### src/rtl/mem_wb_pkg.sv
// Shared widths, stall bit positions and the MEM->WB payload for the MEM/WB pipeline register.
package mem_wb_pkg;

  localparam int unsigned REG_ADDR_W = 5;
  localparam int unsigned REG_W      = 32;
  localparam int unsigned STALL_W    = 6;

  localparam int unsigned STALL_MEM  = 4;
  localparam int unsigned STALL_WB   = 5;

  localparam logic ENABLE  = 1'b1;
  localparam logic DISABLE = 1'b0;

  typedef struct packed {
    logic [REG_ADDR_W-1:0] wd;
    logic                  wreg;
    logic [REG_W-1:0]      wdata;
    logic                  whilo;
    logic [REG_W-1:0]      hi;
    logic [REG_W-1:0]      lo;
    logic                  llbit_we;
    logic                  llbit_value;
  } wb_entry_t;

  // An all-zero entry: no GPR, HI/LO or LLbit write.
  function automatic wb_entry_t wb_bubble();
    wb_entry_t e;
    e = '0;
    return e;
  endfunction

endpackage

### src/rtl/hilo_reg.sv
// Architectural HI/LO registers with a combinational bypass of the pending WB write.
module hilo_reg
  import mem_wb_pkg::*;
(
  input  logic             clk,
  input  logic             rst,
  input  logic             we,
  input  logic [REG_W-1:0] hi_i,
  input  logic [REG_W-1:0] lo_i,
  output logic [REG_W-1:0] hi_o,
  output logic [REG_W-1:0] lo_o
);

  logic [REG_W-1:0] r_hi;
  logic [REG_W-1:0] r_lo;

  // Commits every cycle the WB stage holds a write, including held cycles.
  always_ff @(posedge clk) begin
    if (rst) begin
      r_hi <= '0;
      r_lo <= '0;
    end else if (we == ENABLE) begin
      r_hi <= hi_i;
      r_lo <= lo_i;
    end
  end

  assign hi_o = (we == ENABLE) ? hi_i : r_hi;
  assign lo_o = (we == ENABLE) ? lo_i : r_lo;

endmodule

### src/rtl/mem_wb.sv
// MEM/WB pipeline register: drives the GPR write port, owns the LLbit and feeds HI/LO.
module mem_wb
  import mem_wb_pkg::*;
(
  input  logic                  clk,
  input  logic                  rst,
  input  logic [STALL_W-1:0]    stall,
  input  logic                  flush,
  input  logic [REG_ADDR_W-1:0] mem_wd,
  input  logic                  mem_wreg,
  input  logic [REG_W-1:0]      mem_wdata,
  input  logic                  mem_whilo,
  input  logic [REG_W-1:0]      mem_hi,
  input  logic [REG_W-1:0]      mem_lo,
  input  logic                  mem_llbit_we,
  input  logic                  mem_llbit_value,
  output logic [REG_ADDR_W-1:0] wb_wd,
  output logic                  wb_wreg,
  output logic [REG_W-1:0]      wb_wdata,
  output logic [REG_W-1:0]      hi_o,
  output logic [REG_W-1:0]      lo_o,
  output logic                  llbit_o
);

  wb_entry_t r_wb;
  wb_entry_t w_mem;
  logic      r_llbit;
  logic      w_mem_stall;
  logic      w_wb_stall;

  assign w_mem_stall = stall[STALL_MEM];
  assign w_wb_stall  = stall[STALL_WB];

  always_comb begin
    w_mem             = '0;
    w_mem.wd          = mem_wd;
    w_mem.wreg        = mem_wreg;
    w_mem.wdata       = mem_wdata;
    w_mem.whilo       = mem_whilo;
    w_mem.hi          = mem_hi;
    w_mem.lo          = mem_lo;
    w_mem.llbit_we    = mem_llbit_we;
    w_mem.llbit_value = mem_llbit_value;
  end

  // Flush beats any stall; MEM stalled alone inserts a bubble; both stalled holds.
  always_ff @(posedge clk) begin
    if (rst) begin
      r_wb <= wb_bubble();
    end else if (flush) begin
      r_wb <= wb_bubble();
    end else if (w_mem_stall && !w_wb_stall) begin
      r_wb <= wb_bubble();
    end else if (!w_mem_stall) begin
      r_wb <= w_mem;
    end
  end

  always_ff @(posedge clk) begin
    if (rst) begin
      r_llbit <= DISABLE;
    end else if (flush) begin
      r_llbit <= DISABLE;
    end else if (r_wb.llbit_we == ENABLE) begin
      r_llbit <= r_wb.llbit_value;
    end
  end

  assign llbit_o = flush ? DISABLE :
                   (r_wb.llbit_we == ENABLE) ? r_wb.llbit_value : r_llbit;

  assign wb_wd    = r_wb.wd;
  assign wb_wreg  = r_wb.wreg;
  assign wb_wdata = r_wb.wdata;

  hilo_reg u_hilo_reg (
    .clk  (clk),
    .rst  (rst),
    .we   (r_wb.whilo),
    .hi_i (r_wb.hi),
    .lo_i (r_wb.lo),
    .hi_o (hi_o),
    .lo_o (lo_o)
  );

endmodule
### config.mk
export PLATFORM = sky130hd
export DESIGN_NAME = mem_wb
export DESIGN_NICKNAME = d
export VERILOG_FILES = /design/src/rtl/mem_wb_pkg.sv /design/src/rtl/hilo_reg.sv /design/src/rtl/mem_wb.sv
export SDC_FILE = /design/constraint.sdc
export NUM_CORES = 1
export LEC_CHECK = 0
export BUFFER_PORTS_ARGS = -buffer_cell sky130_fd_sc_hd__buf_4
export CAP_MARGIN = 25
export CORE_ASPECT_RATIO = 1.5
export CORE_UTILIZATION = 41
export DETAILED_ROUTE_END_ITERATION = 10
export GPL_ROUTABILITY_DRIVEN = 0
export GPL_TIMING_DRIVEN = 0
export PLACE_DENSITY = 0.65
export SETUP_SLACK_MARGIN = 0.02
export SLEW_MARGIN = 25
export SYNTH_ARGS = -nofsm -noshare
export SYNTH_HDL_FRONTEND = slang
export SYNTH_SLANG_ARGS = --single-unit
### constraint.sdc
create_clock -name clk -period 1.5 [get_ports clk]
set_clock_uncertainty 0.1 [all_clocks]
set_input_delay 0.225 -clock clk [delete_from_list [all_inputs] [get_ports clk]]
set_output_delay 0.225 -clock clk [all_outputs]
set_load 0.005 [all_outputs]
== Yosys cells after proc, flatten, opt, wreduce, memory -nomap -nowiden ==
Cells that the tools add are included.

* Register bits after elaboration: 170
* Input bits: 114
* Output and inout bits: 103
* Word-level logic and storage cells: 18

* Muxes and demuxes: 4
* Reductions and logical operators: 3

{| class="wikitable"
|+ Operator list
! cell !! count
|-
| 32-bit two-way mux || 2
|-
| 3-bit OR reduction || 1
|-
| 1-bit two-way mux || 2
|-
| 1-bit logical AND || 1
|-
| 1-bit logical NOT || 1
|}

== Longest topological paths before layout ==
* Depth after elaboration: 3
* Mapped depth: 5
* Mapped depth without buffers: 2

== Modules after synthesis ==
From an unflattened synthesis, not the netlist that was laid out.

* Cells, all modules: 715
* Area total of the unflattened synthesis: 7,567.3 µm²

{| class="wikitable"
|+ By module, submodules not included
! module !! instances !! cells each !! area each (µm²) !! sequential area each (µm²)
|-
| mem_wb || 1 || 509 || 4,834.6 || 2,122.0
|-
| hilo_reg || 1 || 206 || 2,732.6 || 1,281.2
|}

== Worst setup path after synthesis ==
No wires, ideal clock.

* Path kind: register to register
* Start point: register r_wb[66] in the netlist's numbering
* End point: register u_hilo_reg.r_hi[10]
* Library setup time: 0.128 ns
* Data arrival time: 1.084 ns
* Required time: 1.272 ns
* Setup slack: 0.188 ns
* Stages on the path, launching flop included: 5
* Buffers on the path: 2
* Period minus slack after synthesis: 1.312 ns
* Cells stage by stage: dfxtp_1 buf_4 buf_6 mux2_4 nor2b_1

* Cells in the longest elaborated chain, start to end: 1

{| class="wikitable"
|+ Ends and longest elaborated chain
! item !! line !! RTL
|-
| start: declaration || mem_wb.sv:25 || <nowiki>wb_entry_t r_wb;</nowiki>
|-
| start signal: assignment || mem_wb.sv:49 || <nowiki>r_wb <= wb_bubble();</nowiki>
|-
| start signal: assignment || mem_wb.sv:51 || <nowiki>r_wb <= wb_bubble();</nowiki>
|-
| start signal: assignment || mem_wb.sv:53 || <nowiki>r_wb <= wb_bubble();</nowiki>
|-
| 32-bit two-way mux || n/a ||
|-
| named net hi_o[10] || mem_wb.sv:20 || <nowiki>output logic [REG_W-1:0] hi_o,</nowiki>
|-
| end signal: assignment || hilo_reg.sv:23 || <nowiki>r_hi <= hi_i;</nowiki>
|-
| end: declaration || hilo_reg.sv:14 || <nowiki>logic [REG_W-1:0] r_hi;</nowiki>
|}

The timed path passes the listed nets, and every way through them passes these cells.
A chain may end at the register's enable or synchronous reset.

== Worst setup path after layout ==
* Start point: register r_wb[66] in the netlist's numbering
* End point: output port hi_o[1]

* Cells in the longest elaborated chain, start to end: 1

{| class="wikitable"
|+ Ends and longest elaborated chain
! item !! line !! RTL
|-
| 32-bit two-way mux || hilo_reg.sv:28 || <nowiki>assign hi_o = (we == ENABLE) ? hi_i : r_hi;</nowiki>
|-
| end: declaration || mem_wb.sv:20 ||
|}

Every way passes these cells.

==> results.toml <==
[global_route]
globalRoute.busiestLayer = "met2"
gr-usage-all-layers_pct = 23.0
grt.overflow.total = 0
first_global_vias = 6222
global_route_wire_length_before_repair_um = 31000
use_met2_pct = 40.5
maximum_number_of_pins_on_one_net_before_global_route_repair = 17
globalRouteMet3Util_pct = 6.98
antenna_violations_before_repair = 0
met1_global_route_usage_pct = 25.2

[worst_setup_path]
setup.worst_path.start_class = "register"
criticalPathCategory = "reg -> out"
critical_path.max_fanout = 10
critical_path.slowest_cell = "sky130_fd_sc_hd__dfxtp_4"
crit_path_frequent_cell = "sky130_fd_sc_hd__buf_12"
chain_of_cells_forming_the_critical_path = "buf_12, buf_12, mux2_4, buf_6"
arrival_ns = 1.56
worst_setup_path_end_kind = "output port"
critPathRequiredTime_ns = 1.17
critical_path.max_stage_delay_ns = 0.36

[cts]
cts_tree = "done"
h-tree-depth = 4
max-clock-path-buffers = 2
cts_inserted_buffers = 17
numClockSinks = 170
clk_pin_slew_worst_paths_ns = 0.07
clk_latency_ns = 0.43
cts_root_buffer = "sky130_fd_sc_hd__clkbuf_16"

[sta]
setup_viol_count_final = 65
maxSlewViolCount = 0
relSlewSlack_pct = 56.1
achievable_clock_frequency_mhz = 531
final_critical_path_setup_slack_ns = -0.384
worstMarginPinSlew_ns = 0.659
hold_slack_ns = 0.212
grt_setup_unrepaired = "yes"
final_hold_viol_count = 0
final_min_period_over_clock_period_pct = 126
period_minus_slack_ns = 1.88

[routing]
vias = 6100
detail_route.wirelength_um = 19900
drt-vias-per-instance = 4.78
routedWlPerCell_um = 15.6
route.antenna.remaining_nets = 0
firstDrtPassIters = 4
post-route-drc-count = 0
drt_iter0_drc = 227

[layout]
num-fill-cells = 1374
area_growth_pct = 54.4
layout_cells_excl_fill = 1277
fraction_of_layout_cells_with_a_size_suffix_above_1_pct = 36.7
antennaDiodeCount = 0
fin_area_um2 = 11000
final_nets = 1168

[yosys]
synth_top_cell_by_area = "sky130_fd_sc_hd__dfxtp_1"
muxShareOfSynthArea_pct = 12.9
synth.top_cells.by_area = "sky130_fd_sc_hd__dfxtp_1 48%, sky130_fd_sc_hd__mux2_4 10%, sky130_fd_sc_hd__nand2b_1 9.3%"
area_fraction_in_compound_gates_after_synthesis_pct = 7.94
yosysUniqueCellTypes = 15
synth_nets = 829
post-synth-top-area-fraction_pct = 48.0
async_reset_ff_share_pct = 0
yosys_most_used_dff = "sky130_fd_sc_hd__dfxtp_1"
dominant_combinational_cell_family_by_area_after_synthesis = "simple AND/OR/NAND/NOR gates"
synth_simple_gate_area_share_pct = 22.5
post_synth_instance_area_um2 = 7090
synth-seq-area-share_pct = 48.0
yosys.area_share.xor_xnor_pct = 0
post-synth-top-count-cell = "sky130_fd_sc_hd__dfxtp_1"
synth_enable_flop_cells = 0
cell_count_after_synthesis = 715
yosys_warnings = 0
yosys_register_bits = 170
postSynthAreaPerCell_um2 = 9.92
synth_adder_area_share_pct = 0
ys_top_cells_by_count = "170 x sky130_fd_sc_hd__dfxtp_1, 105 x sky130_fd_sc_hd__nand2b_1, 105 x sky130_fd_sc_hd__nand3_1"

[floorplanning]
die_width_um = 109
die-area_um2 = 17800
initial_core_util_pct = 42.1
floorplan.io_pins = 217
height_of_the_die_um = 163
core_area_um2 = 16800
row_cnt = 58

[power_and_ir_drop]
power_density_nw_per_um2 = 943
pleak_nw = 4.59
max-vdd-ir-drop_uv = 761

[hold_path]
min_path_type = "in -> reg"

[status]
violations = "negative setup slack"
status = "finished, violations left"

[flow_run]
timing.max_cap.violations = 0

[placement]
post_dp_cell_area_um2 = 8930
dp_cells = 1135
buffer_ports.inserted = 210
hpwl_um = 13200
[area by class of cell]
| class | count | area, µm² | share of cell area [%] |
|---|---|---|---|
| flip-flops and latches | 170 | 3410 | 31.1 |
| multi-input cells | 447 | 3100 | 28.3 |
| repair buffers | 320 | 2890 | 26.4 |
| plain buffers | 98 | 683 | 6.24 |
| clock buffers | 19 | 443 | 4.04 |
| well taps | 210 | 263 | 2.40 |
| clock inverters | 13 | 168 | 1.53 |
[kinds of logic after synthesis]
kind of cell           after synthesis
AND/OR/NAND/NOR                    277
multiplexers                        65
AO/OA/AOI/OAI                      105
buffers and inverters               98
flip-flops                         170
[registers in the layout, indices dropped and copies added, names as in the netlist]
register         count
r_wb                67
u_hilo_reg.r_hi     32
u_hilo_reg.r_lo     32
wb_wdata            32
wb_wd                5
r_llbit              1
wb_wreg              1
[worst paths after layout]
| kind | start | to | slack [ns] | cells after the start |
|---|---|---|---|---|
| worst max-delay path | r_wb[66] | hi_o[1] | -0.38 | 4 |
| worst min-delay path | stall[4] | wb_wdata[29] | 0.21 | 3 |
| worst max register to register | r_wb[66] | u_hilo_reg.r_hi[7] | 0.12 | 4 |
| worst min register to register | wb_wdata[26] | wb_wdata[26] | 0.38 | 2 |
[what timing repair did]
action                                  CTS  global route
cloned                                    1             0
hold buffers                            105             0
gates resized for setup                  75             3
hold endpoints to repair                105             0
buffers inserted                          2             2
endpoints found under the setup margin  114            65
pin swaps                                 0             0
[metrics by stage]
| stage | TNS [ns] | util (%) | setup WS [ns] | power, W |
|---|---|---|---|---|
| 2_1_floorplan | 0 | - | 0.188 | 0.00519 |
| 3_3_place_gp | -13.21 | 53.1 | -0.182 | 0.00562 |
| 3_5_place_dp | -12.78 | 53.1 | -0.176 | 0.00563 |
| 4_1_cts | -25.06 | 64.9 | -0.415 | 0.0104 |
| 5_1_grt | -26.82 | 65.1 | -0.436 | 0.0107 |
| 6_report | -23.16 | 65.1 | -0.384 | 0.0103 |
[worst max-delay path, delay by kind of cell (launching register included)]
kind,cells,cell delay (ns)
buffers and inverters,3,0.44
flip-flops,1,0.36
multiplexers,1,0.33
[cell usage in the layout, fill, tap and decap left out]
cell type	n
sky130_fd_sc_hd__clkbuf_16	17
sky130_fd_sc_hd__mux2_2	10
sky130_fd_sc_hd__dlygate4sd3_1	105
sky130_fd_sc_hd__clkbuf_8	1
sky130_fd_sc_hd__dfxtp_4	1
sky130_fd_sc_hd__bufinv_16	3
sky130_fd_sc_hd__or2_1	1
sky130_fd_sc_hd__buf_6	57
sky130_fd_sc_hd__mux2_4	54
sky130_fd_sc_hd__inv_8	1
sky130_fd_sc_hd__buf_12	7
sky130_fd_sc_hd__buf_8	1
sky130_fd_sc_hd__mux2i_2	1
sky130_fd_sc_hd__buf_4	200
sky130_fd_sc_hd__nand2b_1	105
sky130_fd_sc_hd__buf_16	1
sky130_fd_sc_hd__a21oi_2	10
sky130_fd_sc_hd__nor2b_1	64
sky130_fd_sc_hd__clkinv_4	1
sky130_fd_sc_hd__dfxtp_1	168
sky130_fd_sc_hd__a21oi_1	95
sky130_fd_sc_hd__clkbuf_1	30
sky130_fd_sc_hd__nor2_1	2
sky130_fd_sc_hd__dfxtp_2	1
sky130_fd_sc_hd__clkinvlp_4	4
sky130_fd_sc_hd__buf_2	18
sky130_fd_sc_hd__clkinv_2	2
sky130_fd_sc_hd__nand3_1	105
sky130_fd_sc_hd__inv_6	2
[report_power, final]
group          switching [W]  internal [W]
Clock                0.00187       0.00268
Sequential         0.0000446       0.00460
Combinational       0.000477      0.000662
Total                0.00239       0.00795
[layer usage]
metal,part of all wire [%],vias up
li1,-,3029
met1,40,2848
met2,52,183
met3,5.6,40
met4,2.9,0
met5,0,-
Note: power is estimated with default switching activity, not from simulation.
